--- src/rtl/counter_pkg.sv ---
// Shared encodings for the 4-bit counter family sequencer: counter modes,
// per-mode seed values, controller FSM states and the decade wrap point.
package counter_pkg;

  localparam logic [1:0] MODE_RING    = 2'd0;
  localparam logic [1:0] MODE_JOHNSON = 2'd1;
  localparam logic [1:0] MODE_DECADE  = 2'd2;
  localparam logic [1:0] MODE_BIN     = 2'd3;

  localparam int SEED_RING    = 1;
  localparam int SEED_JOHNSON = 0;
  localparam int SEED_DECADE  = 0;
  localparam int SEED_BIN     = 0;

  localparam int DECADE_MAX = 9;

  typedef enum logic [1:0] {
    ST_IDLE = 2'd0,
    ST_RUN  = 2'd1,
    ST_DONE = 2'd2
  } state_t;

  function automatic int seed_value(input logic [1:0] mode);
    case (mode)
      MODE_RING:    return SEED_RING;
      MODE_JOHNSON: return SEED_JOHNSON;
      MODE_DECADE:  return SEED_DECADE;
      default:      return SEED_BIN;
    endcase
  endfunction

endpackage

--- src/rtl/counter_step_fn.sv ---
// Combinational next-value function shared by every counter mode; the
// controller feeds it the one shared count register.
module counter_step_fn
  import counter_pkg::*;
#(
  parameter int WIDTH = 4
) (
  input  logic [WIDTH-1:0] q,
  input  logic [1:0]       mode,
  output logic [WIDTH-1:0] next_q
);

  always_comb begin
    next_q = q + WIDTH'(1);
    case (mode)
      MODE_RING:    next_q = {q[WIDTH-2:0], q[WIDTH-1]};
      MODE_JOHNSON: next_q = {q[WIDTH-2:0], ~q[WIDTH-1]};
      MODE_DECADE:  next_q = (q == WIDTH'(DECADE_MAX)) ? '0 : q + WIDTH'(1);
      default:      next_q = q + WIDTH'(1);
    endcase
  end

endmodule

--- src/rtl/counter_run_controller.sv ---
// Run sequencer: accepts a start, seeds the chosen counter pattern, steps it
// run_len times (honouring pause/abort) and pulses done when finished.
module counter_run_controller
  import counter_pkg::*;
#(
  parameter int WIDTH = 4,
  parameter int LEN_W = 8
) (
  input  logic             clk,
  input  logic             reset,
  input  logic             start,
  input  logic [1:0]       mode,
  input  logic [LEN_W-1:0] run_len,
  input  logic             pause,
  input  logic             abort,
  output logic [WIDTH-1:0] q,
  output logic [LEN_W-1:0] step_cnt,
  output logic             busy,
  output logic             done,
  output logic             err
);

  state_t           state;
  logic [1:0]       mode_r;
  logic [LEN_W-1:0] len_r;
  logic [WIDTH-1:0] next_q;
  logic [LEN_W-1:0] cnt_inc;

  assign cnt_inc = step_cnt + LEN_W'(1);

  counter_step_fn #(.WIDTH(WIDTH)) u_step (
    .q      (q),
    .mode   (mode_r),
    .next_q (next_q)
  );

  // done and err are single-cycle pulses, so they default low every edge
  always_ff @(posedge clk or negedge reset) begin
    if (!reset) begin
      state    <= ST_IDLE;
      q        <= '0;
      step_cnt <= '0;
      busy     <= 1'b0;
      done     <= 1'b0;
      err      <= 1'b0;
      mode_r   <= MODE_RING;
      len_r    <= '0;
    end else begin
      done <= 1'b0;
      err  <= 1'b0;
      case (state)
        ST_IDLE: begin
          if (start) begin
            if (run_len != '0) begin
              q        <= WIDTH'(seed_value(mode));
              step_cnt <= '0;
              mode_r   <= mode;
              len_r    <= run_len;
              busy     <= 1'b1;
              state    <= ST_RUN;
            end else begin
              err <= 1'b1;
            end
          end
        end
        ST_RUN: begin
          if (abort) begin
            busy  <= 1'b0;
            state <= ST_IDLE;
          end else if (!pause) begin
            q        <= next_q;
            step_cnt <= cnt_inc;
            if (cnt_inc == len_r) begin
              busy  <= 1'b0;
              done  <= 1'b1;
              state <= ST_DONE;
            end
          end
        end
        ST_DONE: state <= ST_IDLE;
        default: state <= ST_IDLE;
      endcase
    end
  end

endmodule
--- config.mk ---
export PLATFORM = sky130hd
export DESIGN_NAME = counter_run_controller
export DESIGN_NICKNAME = d
export VERILOG_FILES = /design/src/rtl/counter_pkg.sv /design/src/rtl/counter_step_fn.sv /design/src/rtl/counter_run_controller.sv
export SDC_FILE = /design/constraint.sdc
export NUM_CORES = 1
export LEC_CHECK = 0
export ABC_AREA = 1
export BUFFER_PORTS_ARGS = -buffer_cell sky130_fd_sc_hd__buf_2
export CAP_MARGIN = 5
export CORE_ASPECT_RATIO = 1.1
export CORE_MARGIN = 4
export CORE_UTILIZATION = 30
export CTS_CLUSTER_DIAMETER = 100
export DETAILED_ROUTE_END_ITERATION = 7
export GPL_TIMING_DRIVEN = 0
export MAX_ROUTING_LAYER = met4
export PLACE_DENSITY = 0.52
export SLEW_MARGIN = 0
export SYNTH_ARGS = -nofsm -noshare
export SYNTH_HDL_FRONTEND = slang
export SYNTH_SLANG_ARGS = --single-unit
--- constraint.sdc ---
create_clock -name clk -period 4.65 [get_ports clk]
set_input_delay 0.2325 -clock clk [delete_from_list [all_inputs] [get_ports clk]]
set_output_delay 0.2325 -clock clk [all_outputs]
set_load 0.01 [all_outputs]
==> impl_metrics.tcl, run 1 <==
set metrics [dict create \
    worst-path-buf-inv 0 \
    dieArea_sq_um 6313 \
    synth_xor_area_share_pct 0 \
    setup_ws_ps 2879 \
    die_w_microns 76.13 \
    place_ws_ps 2870 \
    powerDensity_nw_per_um2 349.2 \
    path_class "reg2reg" \
    yosysWarnings 0 \
    path_cells "ha_1 -> nand2_1 -> nand2_1 -> nand2_1 -> nand2_1 -> nor2_1 -> nand3_1 -> nor2_1 -> nand2_1 -> nand2_1 -> nand2_1 -> nand2_1 -> nand2_1" \
    wl_per_cell_microns 12.63 \
    arrival_ps 1940 \
    worst_hold_slack_ps -35.27 \
    relSlewSlack_pct 58.28 \
    grt_setup_unrepaired "no" \
    drc 0 \
    crit_path_end_kind "flip-flop" \
    synth-simple-area-share_pct 33.99 \
    yosysTopAreaCellShare_pct 44.12 \
    ys_seq_area_share_pct 44.12 \
    max_freq_mhz 564.7 \
    max_cap_viol_count 0 \
    ctsLongestPathBuffers 2 \
    num_io_pins 30 \
    cts_buffers 3 \
    grt_overflow 0 \
    synth_top_family_by_area "simple AND/OR/NAND/NOR gates" \
    ys_ff_latch 27 \
    antenna_left 0 \
    tritoncts "done" \
    first_pass_iters 5 \
    r2r_end "busy" \
    ctsHoldBuffers 0 \
    skew_ps 5.016 \
    clock-sinks 27 \
    crit_family "simple AND/OR/NAND/NOR gates" \
    routabilityCongestion 0.7680 \
    grt_usage_pct 12.22 \
    n_antenna_cell 0 \
    clk_pin_slew_worst_paths_ps 100 \
    die_h_microns 82.94 \
    crit_required_ps 4820 \
    drt-initial-drc-count 101 \
    critPathMaxStageDelay_ps 430 \
    synthAdderAreaFrac_pct 2.451 \
    r2r_start "step_cnt[0]" \
    slew_viol_final 0 \
    synth-compound-area-share_pct 10.62 \
    fin_util_pct 36.13 \
    yosysUniqueCellTypes 24 \
    hold_viol 27 \
    grt_pass1_wl_mm 6.113 \
    hp-class "in2async" \
    nNetsFinal 252 \
    synth.area.mux_share_pct 0 \
    leakage_nw 0.8892 \
    grt_max_degree 28 \
    rows 27 \
    cp_max_fo 5 \
    syn_nets 218 \
    cts_resized 0 \
    tns_ps 0 \
    vias 1347 \
    via_per_inst 4.629 \
    ir_drop_v 0.0001297 \
    syn-cell-area_sq_um 1531 \
    cts_root_buffer "clkbuf_8" \
    portBuffers 29 \
    core_sq_um 4966 \
    synth_area_per_cell_sq_um 7.657 \
    setup_viol 0 \
    startpoint_type "flip-flop" \
    area_growth_pct 17.16 \
    dp_hpwl_mm 2.794 \
    wl_mm 3.674 \
    synthTopCellsByArea "dfrtp_1 44%, nand2_1 15%, inv_1 6.6%" \
    layout-drive-gt1-share_pct 20.17 \
    synth_cells 200 \
    min_period_over_period_pct 38.08 \
    fin_crit_ps 1771 \
    ff2ff_path_depth 13 \
    crit_slowest_cell "dfrtp_1" \
    reg2reg_slack_ps 2880 \
    cts_htree_levels 1 \
    yosys.area.top_type "dfrtp_1" \
    initial_utilization_pct 30.84 \
    status "finished, violations left" \
    violations "hold timing" \
    max_slew.worst_pin.slew_ps 625.8 \
    clkLatencyLatePin_ps 270 \
    crit_top_cell "nand2_1" \
    postCtsSetupRepairBufs 0 \
    antenna_found_initial 0 \
    grt_pass1_vias 1250 \
]
==> synthesized netlist by cell type, drive strengths merged <==
library cell,n
or2,1
o22ai,5
nand4,4
nor3b,1
o31ai,1
buf,2
dfrtp,27
nand3,20
nand2,62
a21oi,5
ha,3
o21ai,19
nor2,13
nor3,3
nor4,2
nand3b,2
inv,30
==> worst max-delay path by stage <==
| stage | from | end | slack [ps] | depth (start not counted) |
|---|---|---|---|---|
| after global routing | step_cnt[0] | busy | 2650 | 13 |
| final | step_cnt[0] | busy | 2880 | 13 |
| after CTS | step_cnt[0] | busy | 2840 | 13 |
| after global placement | step_cnt[0] | busy | 2850 | 13 |
| after detailed placement | step_cnt[0] | busy | 2870 | 13 |
| after floorplan | step_cnt[0] | busy | 3020 | 13 |
==> cell type report <==
type,instances,area (sq um)
fill,554,3172
multi-input combinational,141,720.7
sequential,27,675.6
timing repair buffer,29,145.1
inverter,30,112.6
tap,58,72.57
clock buffer,4,45.04
buffer,2,22.52
==> cells in the final DEF, fill, tap and decap left out, types with 2 or more instances in the layout <==
cell type	count
ha_1	3
a21oi_1	5
nor2_4	4
buf_6	2
o21ai_0	18
nand3b_1	2
buf_2	29
nand2_1	60
inv_2	3
nor4_1	2
clkbuf_8	3
o22ai_1	5
dfrtp_1	27
nand4_1	3
nand3_1	20
inv_1	27
nor3_1	3
nor2_1	8
==> flip-flops by register name, summed over array words and instances (netlist names) <==
signal    count
state         2
busy          1
done          1
step_cnt      8
q             4
err           1
mode_r        2
len_r         8
==> metrics by stage <==
step | cell area (sq um) | power, W | cells
floorplan | 1531 | 0.0004323 | 200
global placement | 1749 | 0.0004950 | 287
detailed placement | 1749 | 0.0004972 | 287
CTS | 1794 | 0.0006391 | 291
global route | 1794 | 0.0006823 | 291
finish | 1794 | 0.0006266 | 291
==> report_power, final <==
part	total, W	switching (W)	leakage (nW)	internal, W
combinational	0.000182	0.000111	0.513	0.0000711
sequential	0.000306	0.0000330	0.353	0.000273
clock	0.000139	0.0000770	0.0228	0.0000615
total	0.000627	0.000221	0.889	0.000405
==> cells by family (layout without fill, tap and decap cells) <==
group                    Yosys count  in the layout
AO/OA/AOI/OAI                     30             30
adder cells (fa/ha/maj)            3              3
buffers and inverters             32             65
flip-flops                        27             27
AND/OR/NAND/NOR                  108            108
==> routing by layer <==
layer,GRT usage (%),vias to the layer above,routed length (microns)
met2,19.47,19,1787
met4,4.293,0,34
met5,-,-,0
met3,1.844,2,97
met1,15.76,607,1755
li1,-,719,-
Note: power is estimated with default switching activity, not from simulation.
==> run 2, diff against run 1 <==
==> constraint.sdc (replaced) <==
create_clock -name clk -period 1.69 [get_ports clk]
set_input_delay 0.0845 -clock clk [delete_from_list [all_inputs] [get_ports clk]]
set_output_delay 0.0845 -clock clk [all_outputs]
set_load 0.01 [all_outputs]
==> impl_metrics.tcl, run 2 (synthesis gave the netlist of run 1 again) <==
set metrics [dict create \
    grt_pass1_vias 1287 \
    grt_setup_unrepaired "yes" \
    drc 0 \
    path_cells "buf_6 -> nand2_4 -> nor2_4 -> buf_4 -> nand4_1 -> nand3_1 -> nand2_1 -> nor2_1 -> nand2_1 -> nand2_1 -> nand2_1 -> nand2_1 -> nand2_1" \
    worst-path-buf-inv 2 \
    worst_hold_slack_ps 20.88 \
    max_slew.worst_pin.slew_ps 636.4 \
    dp_hpwl_mm 2.794 \
    dieArea_sq_um 6313 \
    crit_required_ps 1860 \
    first_pass_iters 4 \
    max_cap_viol_count 0 \
    grt_pass1_wl_mm 6.251 \
    cp_max_fo 6 \
    die_h_microns 82.94 \
    slew_viol_final 0 \
    path_class "reg2reg" \
    critPathLaunch "step_cnt[1]" \
    skew_ps 3.463 \
    ctsLongestPathBuffers 2 \
    min_period_over_period_pct 97.36 \
    setup_viol 0 \
    leakage_nw 0.9663 \
    crit_top_cell "nand2_1" \
    core_sq_um 4966 \
    wl_per_cell_microns 12.87 \
    fin_crit_ps 1645 \
    p_int_w 0.001158 \
    powerDensity_nw_per_um2 939.4 \
    pwr-share-seq_pct 47.2 \
    num_io_pins 30 \
    cts_buffers 3 \
    critPathMaxStageDelay_ps 430 \
    portBuffers 29 \
    clock-sinks 27 \
    antenna_found_initial 0 \
    max_freq_mhz 607.8 \
    final_cell_mix "56 x nand2_1, 29 x buf_2, 26 x dfrtp_1, 24 x inv_1, 20 x nand3_1" \
    wl_mm 3.860 \
    layout-drive-gt1-share_pct 27.69 \
    routabilityCongestion 0.7680 \
    r2r_start "step_cnt[1]" \
    nNetsFinal 261 \
    antenna_left 0 \
    reg.largest.list "len_r: 8 flops, step_cnt: 8 flops, q: 4 flops" \
    via_per_inst 4.620 \
    placed_cells 287 \
    grt_max_degree 28 \
    clockPowerShare_pct 21.3 \
    startpoint_type "flip-flop" \
    hold_viol 0 \
    die_w_microns 76.13 \
    p_comb_share_pct 31.4 \
    arrival_ps 1820 \
    relSlewSlack_pct 57.58 \
    netSwitchingPower_w 0.0006459 \
    switching_share_pct 35.80 \
    drt-initial-drc-count 89 \
    vias 1386 \
    tritoncts "done" \
    n_fill_cell 533 \
    cts_htree_levels 1 \
    clk_pin_slew_worst_paths_ps 100 \
    grt_overflow 0 \
    hp-class "in2reg" \
    hp-start "run_len[1]" \
    rows 27 \
    grt_usage_pct 12.50 \
    crit_path_end_kind "flip-flop" \
    area_growth_pct 25.41 \
    clkLatencyLatePin_ps 270 \
    cts_root_buffer "clkbuf_8" \
    crit_family "simple AND/OR/NAND/NOR gates" \
    n_antenna_cell 0 \
    initial_utilization_pct 30.84 \
    layout.cells.non_filler 300 \
    ir_drop_v 0.0003577 \
    status "finished clean" \
    layout_commonest_cell "nand2_1" \
    crit_slowest_cell "dfrtp_1" \
]
[run 2: cell count changes in the layout (fill, tap and decap cells not counted), moves of 2 or more]
cell     change
buf_4        +7
inv_1        -3
inv_2        +2
nand2_1      -4
nand2_2      +2
nand2_4      +2
nor2_1       -2
nor2_2       +2
[run 2: repair_timing]
action | CTS | global route
hold buffers | 1 | 0
setup endpoints to repair | 2 | 14
setup buffers | 5 | 3
resized for setup | 2 | 16
pin swaps | 3 | 3
endpoints found under the hold margin | 27 | 0
[run 2: area by class of cell]
type                       instances  area, sq um  area share, %
inverter                          30        115.1          5.993
multi-input combinational        141        769.5          40.07
sequential                        27        676.9          35.24
buffer                             2        22.52          1.173
tap                               58        72.57          3.779
clock buffer                       4        45.04          2.345
timing repair buffer              38        219.0          11.40
[run 2: through the flow]
step | setup TNS, ps | utilization, % | worst slack (ps) | instance area [sq um] | power, W
CTS | -14.30 | 37.14 | -14.30 | 1844 | 0.001793
global route | -326.8 | 38.67 | -158.6 | 1921 | 0.001956
global placement | -129.4 | 35.22 | -111.8 | 1749 | 0.001362
detailed placement | -90.21 | 35.22 | -90.19 | 1749 | 0.001368
floorplan | 0 | - | 61.68 | 1531 | 0.001189
finish | 0 | 38.67 | 44.59 | 1921 | 0.001804
[run 2: tightest hold or removal path: stages]
cell     delay (ps)
buf_2            90
nand2_1          50
nand2_1          40
[run 2: path summary, 6_finish.rpt]
check	end	slack, ps	cells past startpoint
setup / recovery	busy	40	13
setup reg to reg	busy	40	13
min in group asynchronous	step_cnt[1]	350	2
hold reg to reg	busy	480	2
max in group asynchronous	step_cnt[0]	890	2
hold / removal	len_r[1]	20	3
[run 2: metal layers]
metal / global-route usage (%) / part of all wire, % / vias to the layer above
met5: - / 0 / -
met4: 4.293 / 0.88 / 0
met3: 1.627 / 2.2 / 2
met2: 20.09 / 49 / 19
met1: 16.17 / 48 / 628
li1: - / - / 737
[run 2: power groups by stage]
| stage | clock network (W) | logic, W | registers, W |
|---|---|---|---|
| global placement | 0 | 0.000508 | 0.000854 |
| floorplan | 0 | 0.000333 | 0.000856 |
| finish | 0.000385 | 0.000567 | 0.000852 |
| detailed placement | 0 | 0.000514 | 0.000854 |
| CTS | 0.000401 | 0.000554 | 0.000838 |
| global route | 0.000432 | 0.000654 | 0.000870 |
